--- config.mk ---
export PLATFORM = sky130hd
export DESIGN_NAME = uart_rx_oversampled_flat
export DESIGN_NICKNAME = d
export VERILOG_FILES = /design/src/rtl/uart_rx_oversampled_if.sv /design/src/rtl/uart_rx_oversampled.sv /design/src/flat_wrapper.sv
export SDC_FILE = /design/constraint.sdc
export NUM_CORES = 1
export LEC_CHECK = 0
export CAP_MARGIN = 0
export CORE_UTILIZATION = 59
export DETAILED_ROUTE_END_ITERATION = 10
export PLACE_DENSITY = 0.82
export SYNTH_ARGS = -nofsm -noshare
export SYNTH_HDL_FRONTEND = slang
export SYNTH_SLANG_ARGS = --single-unit
export TNS_END_PERCENT = 100
--- constraint.sdc ---
create_clock -name clk -period 2.8 [get_ports clk]
set_input_delay 0.56 -clock clk [delete_from_list [all_inputs] [get_ports clk]]
set_output_delay 0.56 -clock clk [all_outputs]
set_load 0.05 [all_outputs]
--- src/rtl/uart_rx_oversampled_if.sv ---
// UART receiver bus: serial line in, received byte and status strobes out.
// Ports: rx (line), rxout, rxdone, frame_err, parity_err, busy.
interface uart_rx_oversampled_if #(
    parameter int DATA_BITS = 8
);
    logic                 rx;
    logic [DATA_BITS-1:0] rxout;
    logic                 rxdone;
    logic                 frame_err;
    logic                 parity_err;
    logic                 busy;

    // master: the side that drives the serial line and watches results
    modport master (
        output rx,
        input  rxout, rxdone, frame_err, parity_err, busy
    );

    // slave: the receiver itself
    modport slave (
        input  rx,
        output rxout, rxdone, frame_err, parity_err, busy
    );
endinterface

--- src/rtl/uart_rx_oversampled.sv ---
// Oversampled UART receiver, 8N1 (8E1 with UART_RX_PARITY_EN), mid-bit sampling.
// Ports: clk, rst_n (async, active low), bus (slave: rx in; rxout/rxdone/frame_err/parity_err/busy out).
module uart_rx_oversampled #(
    parameter int CLKS_PER_BIT = 16,
    parameter int DATA_BITS    = 8
) (
    input  logic                  clk,
    input  logic                  rst_n,
    uart_rx_oversampled_if.slave  bus
);
    localparam int CW = $clog2(CLKS_PER_BIT);
    localparam int BW = $clog2(DATA_BITS + 1);

    localparam logic [CW-1:0] HALF  = CW'(CLKS_PER_BIT / 2 - 1);
    localparam logic [CW-1:0] FULL  = CW'(CLKS_PER_BIT - 1);
    localparam logic [CW-1:0] C_ONE = CW'(1);
    localparam logic [BW-1:0] LAST  = BW'(DATA_BITS - 1);
    localparam logic [BW-1:0] B_ONE = BW'(1);

    typedef enum logic [2:0] {
        IDLE,
        START,
        DATA,
`ifdef UART_RX_PARITY_EN
        PARITY,
`endif
        STOP,
        WAIT_HI
    } state_e;

    state_e               state_q;
    logic                 s1_q;
    logic                 srx_q;
    logic [CW-1:0]        clkcnt_q;
    logic [BW-1:0]        bitcnt_q;
    logic [DATA_BITS-1:0] shift_q;
    logic [DATA_BITS-1:0] rxout_q;
    logic                 rxdone_q;
    logic                 ferr_q;
    logic                 perr_q;
    logic                 busy_q;
`ifdef UART_RX_PARITY_EN
    logic                 par_q;
`endif

    // Two-flop synchroniser; idle-high reset so no false start after reset
    always_ff @(posedge clk or negedge rst_n) begin
        if (!rst_n) begin
            s1_q  <= 1'b1;
            srx_q <= 1'b1;
        end else begin
            s1_q  <= bus.rx;
            srx_q <= s1_q;
        end
    end

    always_ff @(posedge clk or negedge rst_n) begin
        if (!rst_n) begin
            state_q  <= IDLE;
            clkcnt_q <= '0;
            bitcnt_q <= '0;
            shift_q  <= '0;
            rxout_q  <= '0;
            rxdone_q <= 1'b0;
            ferr_q   <= 1'b0;
            perr_q   <= 1'b0;
            busy_q   <= 1'b0;
`ifdef UART_RX_PARITY_EN
            par_q    <= 1'b0;
`endif
        end else begin
            rxdone_q <= 1'b0;
            ferr_q   <= 1'b0;
            perr_q   <= 1'b0;
            unique case (state_q)
                IDLE: begin
                    if (!srx_q) begin
                        state_q  <= START;
                        clkcnt_q <= '0;
                        busy_q   <= 1'b1;
                    end
                end
                START: begin
                    // Recheck the line half a bit in; a high here was a glitch
                    if (clkcnt_q == HALF) begin
                        clkcnt_q <= '0;
                        bitcnt_q <= '0;
                        if (!srx_q) begin
                            state_q <= DATA;
                        end else begin
                            state_q <= IDLE;
                            busy_q  <= 1'b0;
                        end
                    end else begin
                        clkcnt_q <= clkcnt_q + C_ONE;
                    end
                end
                DATA: begin
                    if (clkcnt_q == FULL) begin
                        clkcnt_q <= '0;
                        shift_q  <= {srx_q, shift_q[DATA_BITS-1:1]};
                        bitcnt_q <= bitcnt_q + B_ONE;
                        if (bitcnt_q == LAST) begin
                            bitcnt_q <= '0;
`ifdef UART_RX_PARITY_EN
                            state_q  <= PARITY;
`else
                            state_q  <= STOP;
`endif
                        end
                    end else begin
                        clkcnt_q <= clkcnt_q + C_ONE;
                    end
                end
`ifdef UART_RX_PARITY_EN
                PARITY: begin
                    if (clkcnt_q == FULL) begin
                        clkcnt_q <= '0;
                        par_q    <= srx_q;
                        state_q  <= STOP;
                    end else begin
                        clkcnt_q <= clkcnt_q + C_ONE;
                    end
                end
`endif
                STOP: begin
                    if (clkcnt_q == FULL) begin
                        clkcnt_q <= '0;
`ifdef UART_RX_PARITY_EN
                        // Even parity: data plus parity bit XOR to zero
                        perr_q   <= ^{shift_q, par_q};
`endif
                        if (srx_q) begin
                            rxout_q  <= shift_q;
                            rxdone_q <= 1'b1;
                            state_q  <= IDLE;
                            busy_q   <= 1'b0;
                        end else begin
                            ferr_q  <= 1'b1;
                            state_q <= WAIT_HI;
                        end
                    end else begin
                        clkcnt_q <= clkcnt_q + C_ONE;
                    end
                end
                WAIT_HI: begin
                    // Line is held in break; wait for it to return high
                    if (srx_q) begin
                        state_q <= IDLE;
                        busy_q  <= 1'b0;
                    end
                end
                default: begin
                    state_q <= IDLE;
                    busy_q  <= 1'b0;
                end
            endcase
        end
    end

    assign bus.rxout      = rxout_q;
    assign bus.rxdone     = rxdone_q;
    assign bus.frame_err  = ferr_q;
    assign bus.parity_err = perr_q;
    assign bus.busy       = busy_q;
endmodule
--- src/flat_wrapper.sv ---
// flat-port wrapper written by rule: the top's interface ports become plain ports
module uart_rx_oversampled_flat 
#(
    parameter int CLKS_PER_BIT = 16,
    parameter int DATA_BITS    = 8
)
  (clk, rst_n, bus_rx, bus_rxout, bus_rxdone, bus_frame_err, bus_parity_err, bus_busy);
  uart_rx_oversampled_if #(.DATA_BITS(DATA_BITS)) bus_i ();
  input  logic clk;
  input  logic rst_n;
  input wire logic [$bits(bus_i.rx)-1:0] bus_rx;
  output wire logic [$bits(bus_i.rxout)-1:0] bus_rxout;
  output wire logic [$bits(bus_i.rxdone)-1:0] bus_rxdone;
  output wire logic [$bits(bus_i.frame_err)-1:0] bus_frame_err;
  output wire logic [$bits(bus_i.parity_err)-1:0] bus_parity_err;
  output wire logic [$bits(bus_i.busy)-1:0] bus_busy;
  assign bus_i.rx = bus_rx;
  assign bus_rxout = bus_i.rxout;
  assign bus_rxdone = bus_i.rxdone;
  assign bus_frame_err = bus_i.frame_err;
  assign bus_parity_err = bus_i.parity_err;
  assign bus_busy = bus_i.busy;
  uart_rx_oversampled #(.CLKS_PER_BIT(CLKS_PER_BIT), .DATA_BITS(DATA_BITS)) u_core (.clk(clk), .rst_n(rst_n), .bus(bus_i));
endmodule
==> flow_summary.toml, run 1 <==
[clocking]
ctsResizeCount = 0
clock_path_buffers = 2
path_clk_slew_ps = 80
tritoncts = "built"
cts_buffers = 5
clock_latency_ps = 330
root_buffer = "clkbuf_4"
postCtsHoldBufs = 0
htree_levels = 2
post_cts_buffers = 0
cts.sinks = 32

[critical_path]
worst-path-max-fanout = 3
crit_buf_inv = 1
endpoint_kind = "output pin"
critPathLaunchType = "register"
worst_ep_arrival_time_ps = 1510
cp_cell_sequence = "clkdlybuf4s50_1"
crit_family = "buffers and inverters"
worstSetupPathType = "register to output pin"
cpMaxStageDelayCell = "clkdlybuf4s50_1"
worstPathRequired_ps = 2240
critPathMaxStageDelay_ps = 810

[detailed_routing]
vias_per_cell = 5.90
num_vias = 974
ant_nets = 0
drc = 0
drt_pass1_iterations = 4
first_iter_violations = 18
routedWlPerCell_um = 15.1
routed_wl_mm = 2.49

[timing]
finalHoldViolCount = 0
timing.fmax_ghz = 0.482
rsz0062_at_grt = "false"
max_slew_margin_pct = 66.1
setup_slack_ps = 726
slew_viol_final = 0
period_minus_slack_ps = 2070
fin_tns_setup_ps = 0
min_period_over_period_pct = 74.1
setup_viol = 0
skew_ps = 2.32
worstMarginPinSlew_ps = 507

[die]
rows = 17
fp.dieArea_um2 = 2700
initial_core_util_pct = 64.6
die_w_um = 51.9
ios = 15
die_y_um = 51.9
core-area_um2 = 2280

[logic_synthesis]
synth_seq_cells = 32
synth_edf_count = 0
syn_area_per_cell_um2 = 12.1
synth_cell_types = 41
synth_ff_type = "dfrtp_1"
yosysTopAreaCell = "dfrtp_1"
netlist_instances = 122
yosys_warnings = 0
yosysTopAreaCellShare_pct = 51.1
async_flop_share_pct = 100
ys_seq_area_share_pct = 54.6
synth_area_um2 = 1470
syn_nets = 127
synth_area_leaders = "dfrtp_1, mux2_2, dfstp_2, nand2_1, inv_1"

[global_routing]
gr-total-overflow = 0
grt_max_degree = 33
grt_usage_pct = 24.2
antenna_found_initial = 0
grt_pass1_vias = 1025
grt_pass1_wl_mm = 4.50

[cells_and_area]
areaGrowthSynthToFinish_pct = 12.4
diodes = 0
final_layout_size_suffix_gt1_share_pct = 24.1
nets = 142
fillerInstances = 157

[job]
max_cap_viol_count = 0

[power_and_ir_drop]
max-vdd-ir-drop_mv = 0.531
power_density_nw_per_um2 = 698
static-leakage-power_nw = 0.751

[placed_design]
dp.final_hpwl_mm = 1.76
port-buffer-count = 13
dp_slack_ps = 1070
place.gp.congestion = 0.847

[hold_path]
min_path_type = "register to register"

[run_status]
status = "finished clean"
## metal layers
metal  global-route usage, %  vias to the layer above  part of all wire (%)
li1                        -                      468                     -
met1                    29.2                      479                    43
met3                    8.77                        6                   4.5
met2                    38.2                       21                    50
met5                       0                        -                     0
met4                    11.3                        0                   2.2
## Yosys cell counts, types with 2 or more instances
library cell,count
dfstp_2,2
buf_2,2
buf_4,3
nand2_1,10
mux2i_1,2
or3b_1,2
o21ai_0,2
nor3_1,2
nor2_2,2
nor2_1,5
a21oi_1,4
o41ai_1,2
a31oi_1,2
dfrtp_1,30
ha_1,2
mux2_2,16
nand3_1,4
inv_1,7
## power breakdown
group | switching (W) | leakage [nW] | internal, W
Clock | 0.000141 | 0.0281 | 0.0000922
Sequential | 0.000101 | 0.418 | 0.000521
Combinational | 0.000170 | 0.305 | 0.000129
## sequential cells by signal, summed over array words and instances, names as in the netlist
name,flops
u_core.bitcnt_q,4
u_core.srx_q,1
u_core.clkcnt_q,4
u_core.s1_q,1
u_core.bus.busy,1
u_core.bus.rxdone,1
u_core.bus.rxout,8
u_core.state_q,3
u_core.shift_q,8
u_core.bus.frame_err,1
## kinds of logic (layout without fill, tap and decap cells)
kind of cell,Yosys count,after routing,synth area share [%]
multiplexers,18,18,13.6
other,1,1,0.255
AND/OR/NAND/NOR,33,33,13.4
flip-flops,32,32,54.6
AO/OA/AOI/OAI,21,21,10.3
buffers and inverters,13,28,4.26
XOR/XNOR,1,1,1.11
adder cells (fa/ha/maj),3,3,2.38
## worst paths after layout
check / end / start / cells after the start / slack (ps)
max in group asynchronous: u_core.s1_q / rst_n / 2 / 1870
worst min register to register: u_core.srx_q / u_core.s1_q / 0 / 360
worst min-delay path: u_core.srx_q / u_core.s1_q / 0 / 360
worst max register to register: u_core.shift_q[5] / u_core.state_q[2] / 3 / 1060
min in group asynchronous: u_core.bitcnt_q[3] / rst_n / 2 / 610
worst max-delay path: bus_busy / u_core.bus.busy / 1 / 730
## through the flow
| stage | total power, W | area [um^2] | cells | hold slack (ps) | utilization, % |
|---|---|---|---|---|---|
| CTS | 0.00116 | 1650 | 165 | 362 | 72.6 |
| detailed placement | 0.000927 | 1610 | 158 | 349 | 70.6 |
| finish | 0.00115 | 1650 | 165 | 360 | 72.6 |
| floorplan | 0.000865 | 1470 | 122 | 264 | - |
| global placement | 0.000907 | 1610 | 158 | 347 | 70.6 |
| global route | 0.00124 | 1650 | 165 | 369 | 72.6 |
## layout by cell type (no fill, tap or decap), types with 4 or more instances in the layout
cell type,n
clkbuf_4,5
nand3_1,4
mux2_2,16
clkdlybuf4s50_1,13
nor2_1,5
dfrtp_1,30
a21oi_1,4
nand2_1,10
inv_1,7
## area by class of cell
class | instances | area [um^2] | area share, %
Multi-Input combinational cell | 77 | 604 | 36.6
Timing Repair Buffer | 14 | 138 | 8.33
Inverter | 7 | 26.3 | 1.59
Clock buffer | 6 | 41.3 | 2.50
Sequential cell | 32 | 803 | 48.6
Clock inverter | 1 | 5.00 | 0.303
Tap cell | 28 | 35.0 | 2.12
Note: power is estimated with default switching activity, not from simulation.
==> inputs of run 2 (changes only) <==
--- a/config.mk
+++ b/config.mk
@@ -6,9 +6,9 @@
 export NUM_CORES = 1
 export LEC_CHECK = 0
 export CAP_MARGIN = 0
-export CORE_UTILIZATION = 59
+export CORE_UTILIZATION = 55
 export DETAILED_ROUTE_END_ITERATION = 10
-export PLACE_DENSITY = 0.82
+export PLACE_DENSITY = 0.78
 export SYNTH_ARGS = -nofsm -noshare
 export SYNTH_HDL_FRONTEND = slang
 export SYNTH_SLANG_ARGS = --single-unit
==> constraint.sdc (replaced) <==
create_clock -name clk -period 2.1 [get_ports clk]
set_input_delay 0.42 -clock clk [delete_from_list [all_inputs] [get_ports clk]]
set_output_delay 0.42 -clock clk [all_outputs]
set_load 0.05 [all_outputs]
==> flow_summary.toml, run 2 (synthesized netlist as in run 1, its figures left out) <==
[run_status]
status = "finished clean"

[clocking]
path_clk_slew_ps = 110
cts_buffers = 5
ctsResizeCount = 0
post_cts_buffers = 0
tritoncts = "built"
clock_path_buffers = 2
htree_levels = 2
postCtsHoldBufs = 0
root_buffer = "clkbuf_4"
clock_latency_ps = 340
cts.sinks = 32

[global_routing]
gr-total-overflow = 0
grt_usage_pct = 21.9
grt_max_degree = 33
antenna_found_initial = 0
grt_pass1_wl_mm = 4.32
grt_pass1_vias = 943

[timing]
setup_slack_ps = 152
timing.fmax_ghz = 0.513
fin_tns_setup_ps = 0
worstMarginPinSlew_ps = 522
min_period_over_period_pct = 92.8
skew_ps = 11.0
setup_viol = 0
rsz0062_at_grt = "false"
max_slew_margin_pct = 65.2
whs_ps = 360
period_minus_slack_ps = 1950
finalHoldViolCount = 0
slew_viol_final = 0

[detailed_routing]
drt_pass1_iterations = 4
first_iter_violations = 13
vias_per_cell = 5.85
wl_met2_mm = 1.21
drc = 0
wl_met3_um = 89
routed_wl_mm = 2.48
routed.top_layer = "met4"
ant_nets = 0
routedWlPerCell_um = 14.8
num_vias = 983
met1_length_mm = 1.13

[die]
fp.dieArea_um2 = 2880
core-area_um2 = 2500
ios = 15
die_w_um = 53.7
die_y_um = 53.7
initial_core_util_pct = 58.8
rows = 18

[power_and_ir_drop]
power_density_nw_per_um2 = 945
static-leakage-power_nw = 0.758
max-vdd-ir-drop_mv = 0.780

[placed_design]
dp.final_hpwl_mm = 1.69
port-buffer-count = 13
dp_slack_ps = 415
place.gp.congestion = 0.765

[critical_path]
worst-path-max-fanout = 2
worstPathRequired_ps = 1680
endpoint_kind = "output pin"
cpMaxStageDelayCell = "clkdlybuf4s50_1"
critPathLaunchType = "register"
cp_cell_sequence = "clkdlybuf4s50_1"
worstSetupPathType = "register to output pin"
critPathLaunch = "u_core.bus.rxout[4]"
worst_ep_arrival_time_ps = 1530
crit_buf_inv = 1
reg2reg_slack_ps = 410
critPathMaxStageDelay_ps = 820
crit_family = "buffers and inverters"
timing.rr.start = "u_core.state_q[2]"

[hold_path]
min_path_type = "register to register"
min_from = "u_core.s1_q"

[cells_and_area]
areaGrowthSynthToFinish_pct = 13.3
final_cell_mix = "dfrtp_1, mux2_2, clkdlybuf4s50_1"
diodes = 0
nets = 142
final_layout_size_suffix_gt1_share_pct = 25.4
layout_commonest_cell = "dfrtp_1"

[job]
max_cap_viol_count = 0
==> run 2: cell count changes in the layout (fill, tap and decap cells not counted), sizes merged <==
cell    change
clkinv      +2
clkbuf      -1
==> run 2: path summary, 6_finish.rpt <==
path	endpoint	cells past startpoint
setup reg to reg	u_core.shift_q[1]	3
min in group asynchronous	u_core.shift_q[6]	2
hold / removal	u_core.srx_q	0
hold reg to reg	u_core.srx_q	0
setup / recovery	bus_rxout[4]	1
max in group asynchronous	u_core.s1_q	2
==> run 2: where the power goes <==
| part | total, W | internal [W] | switching (W) |
|---|---|---|---|
| registers | 0.000830 | 0.000695 | 0.000135 |
| logic | 0.000404 | 0.000171 | 0.000232 |
| clock network | 0.000341 | 0.000128 | 0.000213 |
==> run 2: layer usage <==
layer / track usage [%] / vias up
li1: - / 467
met1: 28.8 / 485
met2: 33.1 / 24
met3: 5.08 / 7
met4: 12.3 / 0
met5: 0 / -
==> run 2: layout make-up <==
type                       count  area, um^2
timing repair buffer          14         138
tap                           30        37.5
sequential                    32         803
inverter                       7        26.3
clock inverter                 3        18.8
multi-input combinational     77         604
clock buffer                   5        37.5
fill                         191         835
==> run 2: metrics by stage <==
step / instance area [um^2] / util (%) / instances / total power [W]
floorplan: 1470 / - / 122 / 0.00115
global placement: 1610 / 64.4 / 160 / 0.00121
detailed placement: 1610 / 64.4 / 160 / 0.00124
CTS: 1670 / 66.6 / 168 / 0.00158
global route: 1670 / 66.6 / 168 / 0.00169
finish: 1670 / 66.6 / 168 / 0.00157
